File: src/rtl/dispensador_billetes.sv
// Cash-dispense sequencer: greedy bill plan against per-denomination inventory,
// then one bill at a time over a REQ/ACK handshake with a timeout watchdog.
module dispensador_billetes #(
    parameter int unsigned DEN0        = 20000,
    parameter int unsigned DEN1        = 10000,
    parameter int unsigned DEN2        = 5000,
    parameter int unsigned DEN3        = 1000,
    parameter logic [7:0]  INV_INICIAL = 8'd10,
    parameter int unsigned TIMEOUT     = 16
) (
    input  logic        clk,
    input  logic        rst,
    input  logic        entregar_dinero_i,
    input  logic [31:0] monto_i,
    input  logic        bill_ack_i,
    output logic        bill_req_o,
    output logic [1:0]  bill_denom_o,
    output logic        ocupado_o,
    output logic        dispensa_ok_o,
    output logic        monto_invalido_o,
    output logic        falla_mecanica_o,
    output logic [31:0] inventario_o
);

    localparam int unsigned TW = $clog2(TIMEOUT + 1);
    localparam logic [TW-1:0] TMO_LAST = TW'(TIMEOUT - 1);

    typedef enum logic [2:0] {
        IDLE, PLAN, DISP_REQ, WAIT_ACK, GAP, DONE, INVAL, FAULT
    } state_t;

    function automatic logic [31:0] den_of(input logic [1:0] i);
        logic [31:0] d;
        case (i)
            2'd0:    d = 32'(DEN0);
            2'd1:    d = 32'(DEN1);
            2'd2:    d = 32'(DEN2);
            2'd3:    d = 32'(DEN3);
            default: d = 32'(DEN3);
        endcase
        return d;
    endfunction

    state_t          state_q, state_d;
    logic [31:0]     rem_q, rem_d;
    logic [1:0]      idx_q, idx_d;
    logic [3:0][7:0] plan_q, plan_d;
    logic [3:0][7:0] inv_q, inv_d;
    logic [TW-1:0]   tmo_q, tmo_d;
    logic            pend_any;
    logic [1:0]      pend_idx;
    logic            bill_req_q, ocupado_q, dispensa_ok_q, monto_invalido_q, falla_mecanica_q;
    logic [1:0]      bill_denom_q;

    // Lowest denomination index that still has bills left to issue.
    always_comb begin
        pend_any = 1'b0;
        pend_idx = 2'd0;
        for (int i = 3; i >= 0; i--) begin
            if (plan_q[i] != 8'd0) begin
                pend_any = 1'b1;
                pend_idx = 2'(i);
            end else begin
                pend_any = pend_any;
            end
        end
    end

    // Next-state and datapath updates.
    always_comb begin
        state_d = state_q;
        rem_d   = rem_q;
        idx_d   = idx_q;
        plan_d  = plan_q;
        inv_d   = inv_q;
        tmo_d   = tmo_q;
        case (state_q)
            IDLE: begin
                if (entregar_dinero_i) begin
                    if (monto_i == 32'd0) begin
                        state_d = INVAL;
                    end else begin
                        rem_d   = monto_i;
                        idx_d   = 2'd0;
                        plan_d  = '0;
                        state_d = PLAN;
                    end
                end else begin
                    state_d = IDLE;
                end
            end
            PLAN: begin
                // Compare before subtract keeps rem from underflowing.
                if (rem_q >= den_of(idx_q) && plan_q[idx_q] < inv_q[idx_q]) begin
                    rem_d          = rem_q - den_of(idx_q);
                    plan_d[idx_q]  = plan_q[idx_q] + 8'd1;
                end else if (idx_q != 2'd3) begin
                    idx_d = idx_q + 2'd1;
                end else if (rem_q == 32'd0) begin
                    idx_d   = 2'd0;
                    state_d = DISP_REQ;
                end else begin
                    state_d = INVAL;
                end
            end
            DISP_REQ: begin
                if (pend_any) begin
                    idx_d   = pend_idx;
                    tmo_d   = '0;
                    state_d = WAIT_ACK;
                end else begin
                    state_d = DONE;
                end
            end
            WAIT_ACK: begin
                if (bill_ack_i) begin
                    inv_d[idx_q]  = inv_q[idx_q] - 8'd1;
                    plan_d[idx_q] = plan_q[idx_q] - 8'd1;
                    state_d       = GAP;
                end else if (tmo_q == TMO_LAST) begin
                    state_d = FAULT;
                end else begin
                    tmo_d = tmo_q + TW'(1);
                end
            end
            GAP:     state_d = DISP_REQ;
            DONE:    state_d = IDLE;
            INVAL:   state_d = IDLE;
            FAULT:   state_d = FAULT;
            default: state_d = IDLE;
        endcase
    end

    // State, datapath and output registers; outputs follow the state being entered.
    always_ff @(posedge clk or posedge rst) begin
        if (rst) begin
            state_q          <= IDLE;
            rem_q            <= 32'd0;
            idx_q            <= 2'd0;
            plan_q           <= '0;
            inv_q            <= {4{INV_INICIAL}};
            tmo_q            <= '0;
            bill_req_q       <= 1'b0;
            bill_denom_q     <= 2'd0;
            ocupado_q        <= 1'b0;
            dispensa_ok_q    <= 1'b0;
            monto_invalido_q <= 1'b0;
            falla_mecanica_q <= 1'b0;
        end else begin
            state_q          <= state_d;
            rem_q            <= rem_d;
            idx_q            <= idx_d;
            plan_q           <= plan_d;
            inv_q            <= inv_d;
            tmo_q            <= tmo_d;
            bill_req_q       <= (state_d == WAIT_ACK);
            bill_denom_q     <= (state_d == WAIT_ACK) ? idx_d : 2'd0;
            ocupado_q        <= (state_d != IDLE);
            dispensa_ok_q    <= (state_d == DONE);
            monto_invalido_q <= (state_d == INVAL);
            falla_mecanica_q <= (state_d == FAULT);
        end
    end

    assign bill_req_o       = bill_req_q;
    assign bill_denom_o     = bill_denom_q;
    assign ocupado_o        = ocupado_q;
    assign dispensa_ok_o    = dispensa_ok_q;
    assign monto_invalido_o = monto_invalido_q;
    assign falla_mecanica_o = falla_mecanica_q;
    assign inventario_o     = {inv_q[0], inv_q[1], inv_q[2], inv_q[3]};

endmodule

File: config.mk
export PLATFORM = sky130hd
export DESIGN_NAME = dispensador_billetes
export DESIGN_NICKNAME = d
export VERILOG_FILES = /design/src/rtl/dispensador_billetes.sv
export SDC_FILE = /design/constraint.sdc
export NUM_CORES = 1
export LEC_CHECK = 0
export BUFFER_PORTS_ARGS = -buffer_cell sky130_fd_sc_hd__buf_2
export CAP_MARGIN = 20
export CORE_ASPECT_RATIO = 0.6
export CORE_MARGIN = 1.5
export CORE_UTILIZATION = 41
export DETAILED_ROUTE_END_ITERATION = 12
export PLACE_DENSITY = 0.67
export SYNTH_ARGS = -nofsm -noshare
export SYNTH_HDL_FRONTEND = slang
export SYNTH_SLANG_ARGS = --single-unit
File: constraint.sdc
create_clock -name clk -period 7.9 [get_ports clk]
set_clock_uncertainty 0.15 [all_clocks]
set_input_delay 1.58 -clock clk [delete_from_list [all_inputs] [get_ports clk]]
set_output_delay 1.58 -clock clk [all_outputs]
set_load 0.01 [all_outputs]
---- Word-level counts from Yosys, hierarchy flattened ----
Index checks and enable logic that the tools add are counted.
word-level totals
  input bits .............................. 36
  word-level logic and storage cells ...... 121
  output and inout port bits .............. 39
  register bits after elaboration ......... 113
cells by class
  equality and inequality tests ........... 23
  $add $sub $neg .......................... 6
  reduce and logical (&&, ||, !) cells .... 19
  mux-type cells .......................... 51
  magnitude comparators ................... 4
operators with widths
  cell                                                                count
  32-bit two-way mux                                                  10
  32-bit case mux with 4 select lines                                 1
  32-bit bitwise mux                                                  3
  32-bit case mux with 3 select lines                                 1
  32-bit zero test                                                    2
  32-bit case mux with 2 select lines                                 1
  8-bit binary-select mux with 2-bit select                           2
  32-bit >= comparator                                                1
  8-bit nonzero test                                                  4
  32-bit subtractor                                                   1
  3-bit two-way mux                                                   8
  8-bit two-way mux                                                   3
  2-bit two-way mux                                                   11
  3-bit == test, second input constant                                7
  3-bit case mux with 7 select lines                                  1
  8-bit demux with 2-bit select                                       1
  2-bit inequality test, second input constant                        8
  8-bit by 1-bit subtractor with 8-bit output, second input constant  2
  5-bit two-way mux                                                   3
  5-bit case mux with 2 select lines                                  1
  3-bit by 2-bit == test with 1-bit output, second input constant     3
  8-bit by 1-bit adder with 8-bit output, second input constant       1
  8-bit less-than comparator                                          1
  4-bit AND reduction                                                 2
  other kinds (18)                                                    25

---- Longest topological paths before layout ----
Gate-level depths: netlist of run 1.
  depth in word-level cells ............... 10
  depth in mapped cells ................... 16
  mapped depth without buffers ............ 13

---- Worst setup path after synthesis of run 1 ----
No wires, ideal clock.
  path type ............................... reg2reg
  start point ............................. register idx_q[1]
  end point ............................... register rem_q[18]
  buffers on the path ..................... 5
  period minus slack after synthesis ...... 3.759 ns
  slack ................................... 4.141 ns
  stages on the path, launching flop included .. 16
  library setup time ...................... 0.121 ns
  arrival time ............................ 3.488 ns
  required time ........................... 7.629 ns
  cell sequence ........................... dfrtp_1 buf_6 clkbuf_1 inv_1 ha_1 clkbuf_1 nor2_1 ha_1 nand4_1 nor4_1 a2111oi_4 a21oi_4 a21oi_1 buf_2 buf_2 o22a_1
between the ends
  cells in the longest elaborated chain, start to end .. 7
  elaborated cells on any way between the ends .. 20
  those cells by class .................... add/sub: 1; order compare: 2; eq/ne: 4; mux: 10; reduce/logical: 3
RTL lines
  element                                                                     RTL line  RTL
  from (decl)                                                                 46        logic [1:0] idx_q, idx_d;
  from (signal assigned)                                                      152       idx_q <= idx_d;
  2-bit == test (tied with other cells)                                       34        case (i)
  32-bit case mux with 4 select lines                                         34
  32-bit two-way mux (on tied branches)                                       94, 77
  32-bit two-way mux or 32-bit >= comparator (tied branches)                  77, 94
  32-bit subtractor or 1-bit logical AND (tied branches)                      95, 94
  32-bit two-way mux or 2-bit inequality test (tied branches)                 --
  32-bit case mux with 2 select lines or 4-bit AND reduction (tied branches)  --
  to (signal assigned)                                                        151       rem_q <= rem_d;
  to (decl)                                                                   45        logic [31:0] rem_q, rem_d;
Several ways; a longest one is shown, not always the timed one. The select of a mux whose other input is x is not followed.
A chain may end at the register's enable or synchronous reset.

---- Final worst setup path of run 1 ----
  start point ............................. register idx_q[1]
  end point ............................... register plan_q[18] (netlist bit)
between the ends
  cells in the longest elaborated chain, start to end .. 7
  elaborated cells on any way between the ends .. 27
  those cells by class .................... add/sub: 2; order compare: 4; eq/ne: 4; mux: 13; reduce/logical: 4
RTL lines
  element                                                                                      RTL line     RTL
  2-bit == test (tied with other cells)                                                        34
  32-bit case mux with 4 select lines or 1-bit logical AND (tied branches)                     34, 96, 118
  32-bit two-way mux or 8-bit two-way mux (tied branches)                                      77, 96, 118
  32-bit >= comparator or 8-bit demux with 2-bit select (tied branches)                        94, 96, 118
  1-bit logical AND (tied with other cells)                                                    94           if (rem_q >= den_of(idx_q) && plan_q[idx_q] < inv_q[idx_q]) begin
  2-bit inequality test (no source line) (tied with other cells)                               --
  5-bit AND reduction (no source line) or 32-bit case mux with 3 select lines (tied branches)  --
  to (signal assigned)                                                                         153          plan_q <= plan_d;
  to (decl)                                                                                    47           logic [3:0][7:0] plan_q, plan_d;
Several ways; a longest one is shown, not always the timed one. The select of a mux whose other input is x is not followed.

==> results of run 1 <==
## path summary, 6_finish.rpt
path                                              startpoint                      endpoint  slack (ns)  cells after the start
worst max register to register            idx_q[1]$_DFF_PP0_        plan_q[18]$_DFFE_PP0P_        2.96                     11
min in group asynchronous                                rst           ocupado_o$_DFF_PP0_        1.07                      2
max in group asynchronous                                rst        plan_q[15]$_DFFE_PP0P_        5.21                      3
worst min-delay path            inventario_o[27]$_DFFE_PP1P_  inventario_o[27]$_DFFE_PP1P_        0.36                      2
worst max-delay path                      idx_q[1]$_DFF_PP0_        plan_q[18]$_DFFE_PP0P_        2.96                     11
worst min register to register  inventario_o[27]$_DFFE_PP1P_  inventario_o[27]$_DFFE_PP1P_        0.36                      2
## synthesized netlist by cell type, types with 3 or more instances
cell	instances
a21oi_1	78
a31oi_1	15
nor3_1	26
o21ai_0	34
or3_1	3
clkbuf_1	23
nand4_1	10
mux2_2	4
xnor2_1	18
ha_1	27
nand2b_1	10
and2_1	4
inv_1	39
a21o_1	5
nor2_1	94
mux4_2	16
and3_1	3
a22o_1	7
a211oi_2	4
nand4b_1	3
o22ai_1	7
nor2b_1	9
a41oi_1	4
a2bb2oi_1	11
or2_2	3
buf_2	7
a22oi_1	7
nand3_1	20
nor4_1	21
o2bb2ai_1	9
a211oi_1	3
nand3b_1	3
nand2_1	37
o21ai_1	10
dfrtp_1	105
dfstp_2	8
xor2_1	6
o211ai_1	4
o22a_1	12
## flip-flops by register name, indices dropped and copies added (netlist names), 2 cells and up
name and flops:
bill_denom_o 2, idx_q 2, inventario_o 32, plan_q 32, rem_q 32, state_q 3
tmo_q 5
## layout make-up
class                   count  area [um2]
flip-flops and latches    113        2840
multi-input cells         563        3890
repair buffers             85         480
inverters                  39         149
fillers                  1551        8290
clock inverters             7        60.1
clock buffers              22         484
well taps                 228         285
## layer usage
metal  global-route usage, %  wire length, um
met4                    5.64              198
met1                    39.7            10300
met5                       0                0
met2                    28.4             7780
met3                    6.89             2200
## stage by stage
stage	hold slack [ns]	instances
2_1_floorplan	0.322	751
3_3_place_gp	0.346	1021
3_5_place_dp	0.350	1023
4_1_cts	0.361	1052
5_1_grt	0.372	1057
6_report	0.361	1057
## critical path, cell delays in order, from the launching register on
cell and delay [ns]:
dfrtp_1 0.74, inv_1 0.27, ha_1 0.53, inv_1 0.23
ha_1 0.47, nand4b_1 0.18, nor4_1 0.68, a2111oi_4 0.18
a21oi_4 0.38, a211oi_2 0.20, o22ai_1 0.59, a21oi_1 0.15
## placed cells by master, fill, tap and decap left out, types with 17 or more instances in the layout
cell	count
buf_2	74
ha_1	27
nor3_1	22
nand2_1	37
nor4_1	21
dfrtp_1	105
nand3_1	19
a21oi_1	77
xnor2_1	18
clkbuf_16	17
nor2_1	93
inv_1	38
o21ai_0	34
## cells by family (layout without fill, tap and decap cells)
kind of cell / Yosys count / after routing / share of synthesized area, %
flip-flops: 113 / 113 / 40.5
multiplexers: 21 / 21 / 5.93
AO/OA/AOI/OAI: 237 / 237 / 23.1
buffers and inverters: 75 / 153 / 4.47
AND/OR/NAND/NOR: 253 / 253 / 17.9
XOR/XNOR: 24 / 24 / 3.00
adder cells (fa/ha/maj): 28 / 28 / 5.11
==> reports/results.txt, run 1 <==
CP arrival -> 5.05 ns
I/O pin count -> 75
Mapped Area -> 7000 um2
Cell Area, Placed -> 7590 um2
Syn. warnings -> 0
Relative slew margins -> 26.0%
Rows -> 36
Dpl ws -> 2.99 ns
Startpoint types -> flip-flop
Top cells by area, synth -> dfrtp_1, a21oi_1, mux4_2
CP max FO -> 20
First-pass GRT wire length -> 32500 um
CTS tree -> built
Synthesized area per cell -> 9.32 um2
CTS root buf -> clkbuf_16
CTS H-Tree Depth -> 4
Data required, critical path -> 8.00 ns
DRT antenna net count -> 0
Actual slew at the worst max-slew pin -> 1.11 ns
Core region area -> 16500 um2
Via count -> 6439
Post-CTS Repair Setup Buffers -> 0
1st-iter DRT viols -> 803
Netlist cell types -> 72
Yosys top cell area share -> 37.5%
All-layer global routing usage -> 23.7%
Final Instance Area -> 8190 um2
Post-synthesis register bit count -> 113
Fmax -> 0.202 GHz
Area leader, netlist -> dfrtp_1
WL/cell -> 19.4 um
Final hold viol count -> 0
Syn nets -> 815
Via density -> 6.09
Setup CP Type -> reg2reg
EDFF count, synth -> 0
Ys flop type -> dfrtp_1
Post_cts resized -> 0
Nets@finish -> 883
Max clock buf depth -> 2
Final setup fails -> 0
Layout cell share with drive strength beyond 1 -> 20.6%
Largest net degree at the start of global routing -> 74
Cts bufs inserted -> 17
Setup TNS -> 0 ns
Crit share post-route -> 62.6%
Clock latency at the later pin of the worst-skew pair -> 0.41 ns
Sink count of the clock tree -> 113
Syn Inst Count -> 751
GRT overflow -> 0
Drt drc -> 0
Detailed placement HPWL -> 14900 um
DR pass1 iterations -> 5
Final Max Tran Viols -> 0
Sequential area share after synthesis -> 40.5%
Hold_buf cts -> 0
Post-layout util -> 49.7%
Input/output buffers -> 74
Area growth syn-to-layout -> 17.0%
Clock transition at path regs -> 0.05 ns
Status -> complete, no violations
Total routed wirelength -> 20500 um
Worst Hold Class -> reg2reg
Die width -> 172 um
Vias in the first global route -> 5643
Unrepaired setup endpoints after global routing -> false
Final WS setup -> 2.96 ns
Height of the die -> 104 um
Ys async rst share -> 100%
GPL Wtd Cong -> 0.940
Antenna cells -> 0
Minimum clock period -> 4.94 ns
Max cap viols -> 0
Die area -> 17900 um2
Antenna violations before repair -> 0
Initial Util -> 42.5%
Worst Setup End Kind -> flip-flop
Power of run 1 is left out: the tool's default activity adds up to more than one toggle a clock period on the data nets, which glitch-free logic cannot reach.
==> run 2, diff against run 1 <==
- PLACE_DENSITY: 0.67 -> 0.69
- clock period: 7.9 -> 4.01 ns (I/O delays scaled with it)
==> run 2 against run 1 <==
  * Via count increased by 0.23%
  * Critical path type unchanged
  * Register-to-register slack got worse by 2.8 ns
  * Non-clock buffer count increased by 14
  * Highest routed layer unchanged
  * Routed wire length increased by 2.2%
  * Worst setup slack got worse by 2.8 ns
==> reports/results.txt, run 2 (synthesis gave the netlist of run 1 again) <==
Placed insts -> 1041
Setup CP Type -> reg2reg
GRT overflow -> 0
Antenna violations before repair -> 0
CP arrival -> 3.96 ns
Clock transition at path regs -> 0.06 ns
Detailed placement HPWL -> 15400 um
Cts bufs inserted -> 17
Final hold viol count -> 0
Area growth syn-to-layout -> 19.2%
Layout cell share with drive strength beyond 1 -> 22.3%
DR pass1 iterations -> 7
Data required, critical path -> 4.13 ns
Via count -> 6454
Worst Hold Class -> reg2reg
Post-CTS Repair Setup Buffers -> 0
Max clock buf depth -> 2
Die area -> 17900 um2
Commonest non-fill, non-tap cell in the layout -> dfrtp_1
Status -> complete, no violations
Die width -> 172 um
CTS H-Tree Depth -> 4
Fmax -> 0.260 GHz
Max cap viols -> 0
Initial Util -> 42.5%
CTS tree -> built
1st-iter DRT viols -> 827
Vias in the first global route -> 6061
Via density -> 6.01
First-pass GRT wire length -> 33900 um
Largest net degree at the start of global routing -> 71
Drt drc -> 0
All-layer global routing usage -> 24.6%
Total routed wirelength -> 21000 um
Nets@finish -> 897
GPL Wtd Cong -> 0.953
I/O pin count -> 75
Rows -> 36
CTS root buf -> clkbuf_16
Startpoint types -> flip-flop
CP max FO -> 10
Crit share post-route -> 95.8%
Post-layout util -> 50.6%
DRT antenna net count -> 0
Final Max Tran Viols -> 0
Final non-filler cell total -> 1074
Core region area -> 16500 um2
Clock latency at the later pin of the worst-skew pair -> 0.42 ns
Sink count of the clock tree -> 113
Input/output buffers -> 74
Minimum clock period -> 3.84 ns
Worst Setup End Kind -> flip-flop
Relative slew margins -> 22.8%
WL/cell -> 19.5 um
Commonest cells after routing, fill and taps aside -> dfrtp_1, nor2_1, a21oi_1, buf_2, inv_1
Height of the die -> 104 um
Actual slew at the worst max-slew pin -> 1.15 ns
Antenna cells -> 0
Final setup fails -> 0
-- run 2: cell types whose count changed in the layout (fill, tap and decap cells not counted) --
cell        delta
clkbuf_8       -4
buf_6          -3
inv_6          +1
a211o_2        -1
a211o_4        +1
nor4_2         +1
clkinv_2       -1
buf_4         +17
clkinv_4       +3
bufinv_16      +2
nor4_1         -1
clkinvlp_4     +2
-- run 2: cell type report --
| cell class | instances | area [um2] |
|---|---|---|
| sequential | 113 | 2840 |
| tap | 228 | 285 |
| timing repair buffer | 99 | 574 |
| inverter | 39 | 149 |
| fill | 1512 | 8140 |
| clock buffer | 18 | 429 |
| clock inverter | 14 | 165 |
| multi-input combinational | 563 | 3910 |
-- run 2: critical path: stages (launching register included) --
cell and delay [ns]:
dfrtp_1 0.37, inv_1 0.11, ha_1 0.36, inv_1 0.22, ha_1 0.43, nand4b_1 0.19
nor4_2 0.47, a2111oi_4 0.15, a21oi_4 0.40, a211oi_2 0.20, o22ai_1 0.50, a2bb2oi_1 0.15
-- run 2: per-stage QoR --
step | setup slack (ns) | setup TNS (ns) | cell area [um2] | hold WS, ns
global placement | 0.346 | 0 | 7730 | 0.342
detailed placement | 0.164 | 0 | 7730 | 0.341
CTS | 0.0627 | 0 | 8320 | 0.355
finish | 0.170 | 0 | 8350 | 0.351
global route | -0.0102 | -0.0171 | 8350 | 0.364
floorplan | 0.0839 | 0 | 7000 | 0.322
-- run 2: routing by layer --
layer	GRT usage, %	routed length (um)	vias to the layer above
met5	1.16	0	-
met4	5.45	267	0
met3	9.47	2520	25
met2	30.1	7990	344
met1	39.2	10200	3129
li1	-	-	2956
-- run 2: final timing paths --
| path | cells after the start | endpoint | from | slack, ns |
|---|---|---|---|---|
| max | 11 | plan_q[21]$_DFFE_PP0P_ | idx_q[1]$_DFF_PP0_ | 0.17 |
| min | 1 | rem_q[0]$_DFFE_PP0P_ | rem_q[0]$_DFFE_PP0P_ | 0.35 |
| max reg2reg | 11 | plan_q[21]$_DFFE_PP0P_ | idx_q[1]$_DFF_PP0_ | 0.17 |
| min reg2reg | 1 | rem_q[0]$_DFFE_PP0P_ | rem_q[0]$_DFFE_PP0P_ | 0.35 |
| max in group asynchronous | 3 | inventario_o[3]$_DFFE_PP1P_ | rst | 2.45 |
| min in group asynchronous | 2 | inventario_o[20]$_DFFE_PP0P_ | rst | 0.44 |
-- run 2: what timing repair did --
action                     CTS  global route
gates resized for setup      0             2
hold buffers                 0             0
setup endpoints to repair    0            29
Power of run 2 is left out for the same reason.
